--- config.mk ---
export PLATFORM = sky130hd
export DESIGN_NAME = sha256_msg_sched_flat
export DESIGN_NICKNAME = d
export VERILOG_FILES = /design/src/rtl/sha256_pkg.sv /design/src/rtl/sha256_msg_sched_if.sv /design/src/rtl/sha256_small_sigma.sv /design/src/rtl/sha256_msg_sched.sv /design/src/flat_wrapper.sv
export SDC_FILE = /design/constraint.sdc
export NUM_CORES = 1
export LEC_CHECK = 0
export ABC_AREA = 1
export BUFFER_PORTS_ARGS = -buffer_cell sky130_fd_sc_hd__clkbuf_2
export CORE_MARGIN = 10
export CORE_UTILIZATION = 60
export DETAILED_ROUTE_END_ITERATION = 7
export PLACE_DENSITY = 0.86
export SYNTH_ARGS = -nofsm -noshare
export SYNTH_HDL_FRONTEND = slang
export SYNTH_HIERARCHICAL = 1
export SYNTH_SLANG_ARGS = --single-unit
--- constraint.sdc ---
create_clock -name clk -period 19.3 [get_ports clk]
set_input_delay 0.965 -clock clk [delete_from_list [all_inputs] [get_ports clk]]
set_output_delay 0.965 -clock clk [all_outputs]
set_load 0.01 [all_outputs]
--- src/rtl/sha256_pkg.sv ---
// Shared types and constants for the SHA-256 message-schedule generator.
// Holds the small-sigma rotate/shift amounts and the LOAD/EXPAND state encoding.
package sha256_pkg;

  localparam int ROUNDS     = 64;
  localparam int WORD_W     = 32;
  localparam int IDX_W      = 6;
  localparam int LOAD_WORDS = 16;

  localparam int unsigned SIG0_R1 = 7;
  localparam int unsigned SIG0_R2 = 18;
  localparam int unsigned SIG0_SH = 3;
  localparam int unsigned SIG1_R1 = 17;
  localparam int unsigned SIG1_R2 = 19;
  localparam int unsigned SIG1_SH = 10;

  typedef logic [WORD_W-1:0] word_t;
  typedef logic [IDX_W-1:0]  idx_t;

  typedef enum logic {
    LOAD,
    EXPAND
  } state_e;

  // Rotate right; amounts are always compile-time constants in 1..31.
  function automatic word_t rotr(input word_t x, input int unsigned n);
    return (x >> n) | (x << (WORD_W - n));
  endfunction

endpackage

--- src/rtl/sha256_msg_sched_if.sv ---
// Handshake bundle between the message producer, the schedule generator
// and the round datapath that consumes W_t.
interface sha256_msg_sched_if;
  import sha256_pkg::*;

  word_t in_word;
  logic  in_valid;
  logic  in_ready;
  word_t w_word;
  idx_t  w_idx;
  logic  w_last;
  logic  w_valid;
  logic  w_ready;
  logic  busy;

  modport master (
    output in_word, in_valid, w_ready,
    input  in_ready, w_word, w_idx, w_last, w_valid, busy
  );

  modport slave (
    input  in_word, in_valid, w_ready,
    output in_ready, w_word, w_idx, w_last, w_valid, busy
  );

endinterface

--- src/rtl/sha256_small_sigma.sv ---
// Lower-case sigma of the message schedule: two rotates XORed with a logical
// right shift. Not the capital Sigma used by the compression rounds.
module sha256_small_sigma
  import sha256_pkg::*;
#(
  parameter int unsigned ROT_A = 7,
  parameter int unsigned ROT_B = 18,
  parameter int unsigned SHR   = 3
) (
  input  word_t x,
  output word_t y
);

  assign y = rotr(x, ROT_A) ^ rotr(x, ROT_B) ^ (x >> SHR);

endmodule

--- src/rtl/sha256_msg_sched.sv ---
// Streaming SHA-256 message schedule: passes the 16 block words through, then
// expands W16..W63 from a 16-word sliding window, one word per output slot.
module sha256_msg_sched
  import sha256_pkg::*;
#(
  parameter int ROUNDS = sha256_pkg::ROUNDS
) (
  input  logic               clk,
  input  logic               rst,
  sha256_msg_sched_if.slave  bus
);

  localparam idx_t LAST_IDX  = idx_t'(ROUNDS - 1);
  localparam idx_t LAST_LOAD = idx_t'(LOAD_WORDS - 1);

  state_e state;
  state_e state_nxt;
  idx_t   t;
  word_t  win [LOAD_WORDS];

  word_t  slot_word;
  idx_t   slot_idx;
  logic   slot_valid;
  logic   busy_q;

  logic   adv;
  logic   in_ready_c;
  logic   load_in;
  logic   load_exp;
  logic   step;
  logic   w63_acc;

  word_t  sig0;
  word_t  sig1;
  word_t  sum_a;
  word_t  sum_b;
  word_t  w_exp;
  word_t  new_word;

  sha256_small_sigma #(
    .ROT_A (SIG0_R1),
    .ROT_B (SIG0_R2),
    .SHR   (SIG0_SH)
  ) u_sig0 (
    .x (win[1]),
    .y (sig0)
  );

  sha256_small_sigma #(
    .ROT_A (SIG1_R1),
    .ROT_B (SIG1_R2),
    .SHR   (SIG1_SH)
  ) u_sig1 (
    .x (win[14]),
    .y (sig1)
  );

  // Two balanced adder levels keep the sigma outputs off a 4-deep carry chain.
  assign sum_a = sig1 + win[9];
  assign sum_b = sig0 + win[0];
  assign w_exp = sum_a + sum_b;

  assign adv      = !slot_valid || bus.w_ready;
  assign step     = load_in || load_exp;
  assign new_word = load_in ? bus.in_word : w_exp;
  assign w63_acc  = slot_valid && bus.w_ready && (slot_idx == LAST_IDX);

  always_comb begin
    state_nxt  = state;
    in_ready_c = 1'b0;
    load_in    = 1'b0;
    load_exp   = 1'b0;
    case (state)
      LOAD: begin
        in_ready_c = adv;
        load_in    = bus.in_valid && adv;
        if (load_in && (t == LAST_LOAD)) begin
          state_nxt = EXPAND;
        end
      end
      EXPAND: begin
        load_exp = adv;
        if (adv && (t == LAST_IDX)) begin
          state_nxt = LOAD;
        end
      end
      default: begin
        state_nxt = LOAD;
      end
    endcase
  end

  always_ff @(posedge clk) begin
    if (rst) begin
      state <= LOAD;
    end else begin
      state <= state_nxt;
    end
  end

  // Window and counter only move when the output slot can take a new word.
  always_ff @(posedge clk) begin
    if (rst) begin
      t <= '0;
      for (int i = 0; i < LOAD_WORDS; i++) begin
        win[i] <= '0;
      end
    end else if (step) begin
      for (int i = 0; i < LOAD_WORDS - 1; i++) begin
        win[i] <= win[i+1];
      end
      win[LOAD_WORDS-1] <= new_word;
      t <= (t == LAST_IDX) ? '0 : t + idx_t'(1);
    end
  end

  always_ff @(posedge clk) begin
    if (rst) begin
      slot_word  <= '0;
      slot_idx   <= '0;
      slot_valid <= 1'b0;
    end else if (step) begin
      slot_word  <= new_word;
      slot_idx   <= t;
      slot_valid <= 1'b1;
    end else if (bus.w_ready) begin
      slot_valid <= 1'b0;
    end
  end

  // A word-0 accept in the same cycle as W63 leaves busy asserted.
  always_ff @(posedge clk) begin
    if (rst) begin
      busy_q <= 1'b0;
    end else if (load_in) begin
      busy_q <= 1'b1;
    end else if (w63_acc) begin
      busy_q <= 1'b0;
    end
  end

  assign bus.in_ready = in_ready_c;
  assign bus.w_word   = slot_word;
  assign bus.w_idx    = slot_idx;
  assign bus.w_valid  = slot_valid;
  assign bus.w_last   = slot_valid && (slot_idx == LAST_IDX);
  assign bus.busy     = busy_q;

endmodule

--- src/flat_wrapper.sv ---
// flat-port wrapper written by rule: the top's interface ports become plain ports
module sha256_msg_sched_flat import sha256_pkg::*;
#(
  parameter int ROUNDS = sha256_pkg::ROUNDS
)
  (clk, rst, bus_in_word, bus_in_valid, bus_w_ready, bus_in_ready, bus_w_word, bus_w_idx, bus_w_last, bus_w_valid, bus_busy);
  sha256_msg_sched_if bus_i ();
  input  logic clk;
  input  logic rst;
  input wire logic [$bits(bus_i.in_word)-1:0] bus_in_word;
  input wire logic [$bits(bus_i.in_valid)-1:0] bus_in_valid;
  input wire logic [$bits(bus_i.w_ready)-1:0] bus_w_ready;
  output wire logic [$bits(bus_i.in_ready)-1:0] bus_in_ready;
  output wire logic [$bits(bus_i.w_word)-1:0] bus_w_word;
  output wire logic [$bits(bus_i.w_idx)-1:0] bus_w_idx;
  output wire logic [$bits(bus_i.w_last)-1:0] bus_w_last;
  output wire logic [$bits(bus_i.w_valid)-1:0] bus_w_valid;
  output wire logic [$bits(bus_i.busy)-1:0] bus_busy;
  assign bus_i.in_word = bus_in_word;
  assign bus_i.in_valid = bus_in_valid;
  assign bus_i.w_ready = bus_w_ready;
  assign bus_in_ready = bus_i.in_ready;
  assign bus_w_word = bus_i.w_word;
  assign bus_w_idx = bus_i.w_idx;
  assign bus_w_last = bus_i.w_last;
  assign bus_w_valid = bus_i.w_valid;
  assign bus_busy = bus_i.busy;
  sha256_msg_sched #(.ROUNDS(ROUNDS)) u_core (.clk(clk), .rst(rst), .bus(bus_i));
endmodule
==> metrics.cfg <==
[cells_and_area]
antenna_cells = 0
final.fill_count = 3405
seq_area_mm2 = 0.0163
final_cells = 3661
fin_util = 0.672
final_layout_size_suffix_gt1_frac = 0.0710
synthToLayoutAreaGrowth_pct = 9.98
multi_input_area_mm2 = 0.00739
nets = 3156

[timing]
finalSetupViolCount = 0
relSlewSlack = 0.244
setup_tns_ps = 0
finalWorstSetupSlack_ps = 14530
worstMarginPinSlew_ps = 1130
period_share = 0.247
slew_viol_final = 0
fmax_ghz = 0.209
clock_skew_ps = 18.8
hold_viol = 0
rsz0062_at_grt = false
min_period_ps = 4770

[place]
dp_worst_setup_slack_ps = 13750
dp_hpwl_mm = 43.2
port-buffer-count = 77
gp_congestion = 0.968
dp_cells = 3560

[yosys]
synth_top_area_share = 0.565
synth_largest_area_cell = edfxtp_1
syn_area_mm2 = 0.0272
dominantRegCellSynth = edfxtp_1
synth.distinct_cells = 38
synth.net_count = 3080
synthMostInstantiatedCell = inv_1
synth-seq-cells = 559
synth_edf_count = 512
synthCells = 2950
ys_seq_area_frac = 0.600
synthTopCellsByArea = edfxtp_1 57%, inv_1 11%, nand2_1 8.0%
synth_warnings = 6
avgSynthCellArea_um2 = 9.22
synth_async_sr_flop_share = 0
ys_top_cells_by_count = 832 x inv_1, 581 x nand2_1, 548 x nor2_1

[route]
drt-pass1-iter-count = 5
drtIter0Drc = 1474
drc_errors = 0
final_antenna_net_count = 0
vias = 18300
wl_mm = 61.5
drt-vias-per-instance = 4.99
wl_per_cell_um = 16.8

[clocking]
clk_pin_slew_ps = 60
cts_tree = built
cts_resized = 0
clock_latency_ps = 620
clkSinkCount = 559
cts-buffers-inserted = 56
hold_buffers = 0
h-tree-depth = 2
clk_path_buf_depth = 3
cts_setup_buffers = 0
root_buffer = clkbuf_16

[floorplan]
start_util = 0.611
die_w_um = 233
die_area_mm2 = 0.0542
die_h_um = 233
pin_count = 78
core_mm2 = 0.0445
rows = 77

[setup_path]
ff2ff_setup_slack_ps = 14600
path_max_fanout = 148
critical_path.endpoint_type = flop
required_ps = 19530
crit_type = in2reg
startpoint_type = primary input
arrival_ps = 5000

[worst_hold_path]
hold_path_class = reg2reg

[grt]
grt_overflow = 0
grt_max_degree = 165
track_usage = 0.230
first_global_vias = 18100
antenna_found_initial = 0
grt_pass1_wl_mm = 96.2

[power_and_ir_drop]
power.total_mw = 4.16
p_per_area_mw_per_mm2 = 139
p_leak_nw = 14.1
ir_drop_mv = 0.0981

[outcome]
status = completed

[run]
drv_cap = 0

==> final timing paths <==
| path | start | endpoint | depth (start not counted) |
|---|---|---|---|
| hold reg to reg | u_core/bus.w_word[24] | u_core/bus.w_word[24] | 2 |
| hold / removal | u_core/bus.w_word[24] | u_core/bus.w_word[24] | 2 |
| setup reg to reg | u_core/bus.w_valid | u_core/win[0][91] | 10 |
| setup / recovery | rst | u_core/win[0][91] | 6 |
==> per-layer routing <==
| layer | global-route usage | up-vias | part of all wire |
|---|---|---|---|
| met5 | 0 | - | 0 |
| met3 | 0.0406 | 123 | 0.067 |
| li1 | - | 8942 | - |
| met1 | 0.293 | 8663 | 0.41 |
| met4 | 0.0874 | 0 | 0.034 |
| met2 | 0.387 | 541 | 0.49 |
==> flip-flops by register name, summed over array words and instances, names as in the netlist <==
register / flops
u_core/bus.w_idx: 6
u_core/bus.w_valid: 1
u_core/bus.w_word: 32
u_core/state: 1
u_core/win: 512
u_core/t: 6
u_core/bus.busy: 1
==> layout by cell type, fill, tap and decap left out, types with 2 or more instances in the layout <==
cell type	Yosys	routed
nand2_1	581	581
o22ai_1	3	3
clkbuf_2	0	76
mux2i_1	2	2
nand3_1	110	110
nand3_2	6	6
nor2_1	548	548
clkinvlp_4	0	2
a21oi_1	26	26
fa_1	62	62
bufinv_16	0	4
and2_1	2	2
o211ai_1	2	2
o21ai_0	28	28
clkinv_1	0	10
nor3_1	3	3
inv_2	10	8
nand2_2	4	4
nor2_2	5	5
buf_4	3	11
nand4_1	4	4
clkinv_2	0	11
or2_2	17	17
inv_8	0	2
xnor2_1	9	9
inv_1	832	832
xor2_1	16	16
dfxtp_1	47	47
o21ai_2	4	4
edfxtp_1	512	512
clkbuf_16	0	59
ha_1	32	32
clkbuf_1	18	10
o21ai_1	6	6
inv_16	0	2
==> critical path, cell delays in order <==
cell    delay (ps)
buf_6          300
nor2_4         260
inv_8          670
buf_4          840
buf_4          890
buf_4          910
==> stage by stage <==
stage	hold WS (ps)	cell area, um2
floorplan	447	27200
global placement	438	28100
detailed placement	446	28100
CTS	455	29900
global route	475	29900
finish	455	29900
==> where the power goes <==
part / switching (mW) / total (mW) / internal [mW] / leakage [nW]
logic: 1.01 / 1.50 / 0.486 / 7.20
registers: 0.0915 / 1.59 / 1.49 / 5.97
clock network: 0.457 / 1.07 / 0.615 / 0.890
==> final cells by class <==
class                   count  share of cell area
clock inverters            31             0.00946
well taps                 592              0.0248
flip-flops and latches    559               0.546
clock buffers              70              0.0511
multi-input cells        1479               0.247
inverters                 842               0.106
repair buffers             88              0.0159
==> cells by family after synthesis <==
kind of cell / share of synthesized area
xor+xnor: 0.00805
buf+inv: 0.128
compound gates: 0.0141
mux: 0.000736
flops: 0.600
simple gates: 0.188
fa+ha+maj: 0.0604
Note: power is estimated with default switching activity, not from simulation.
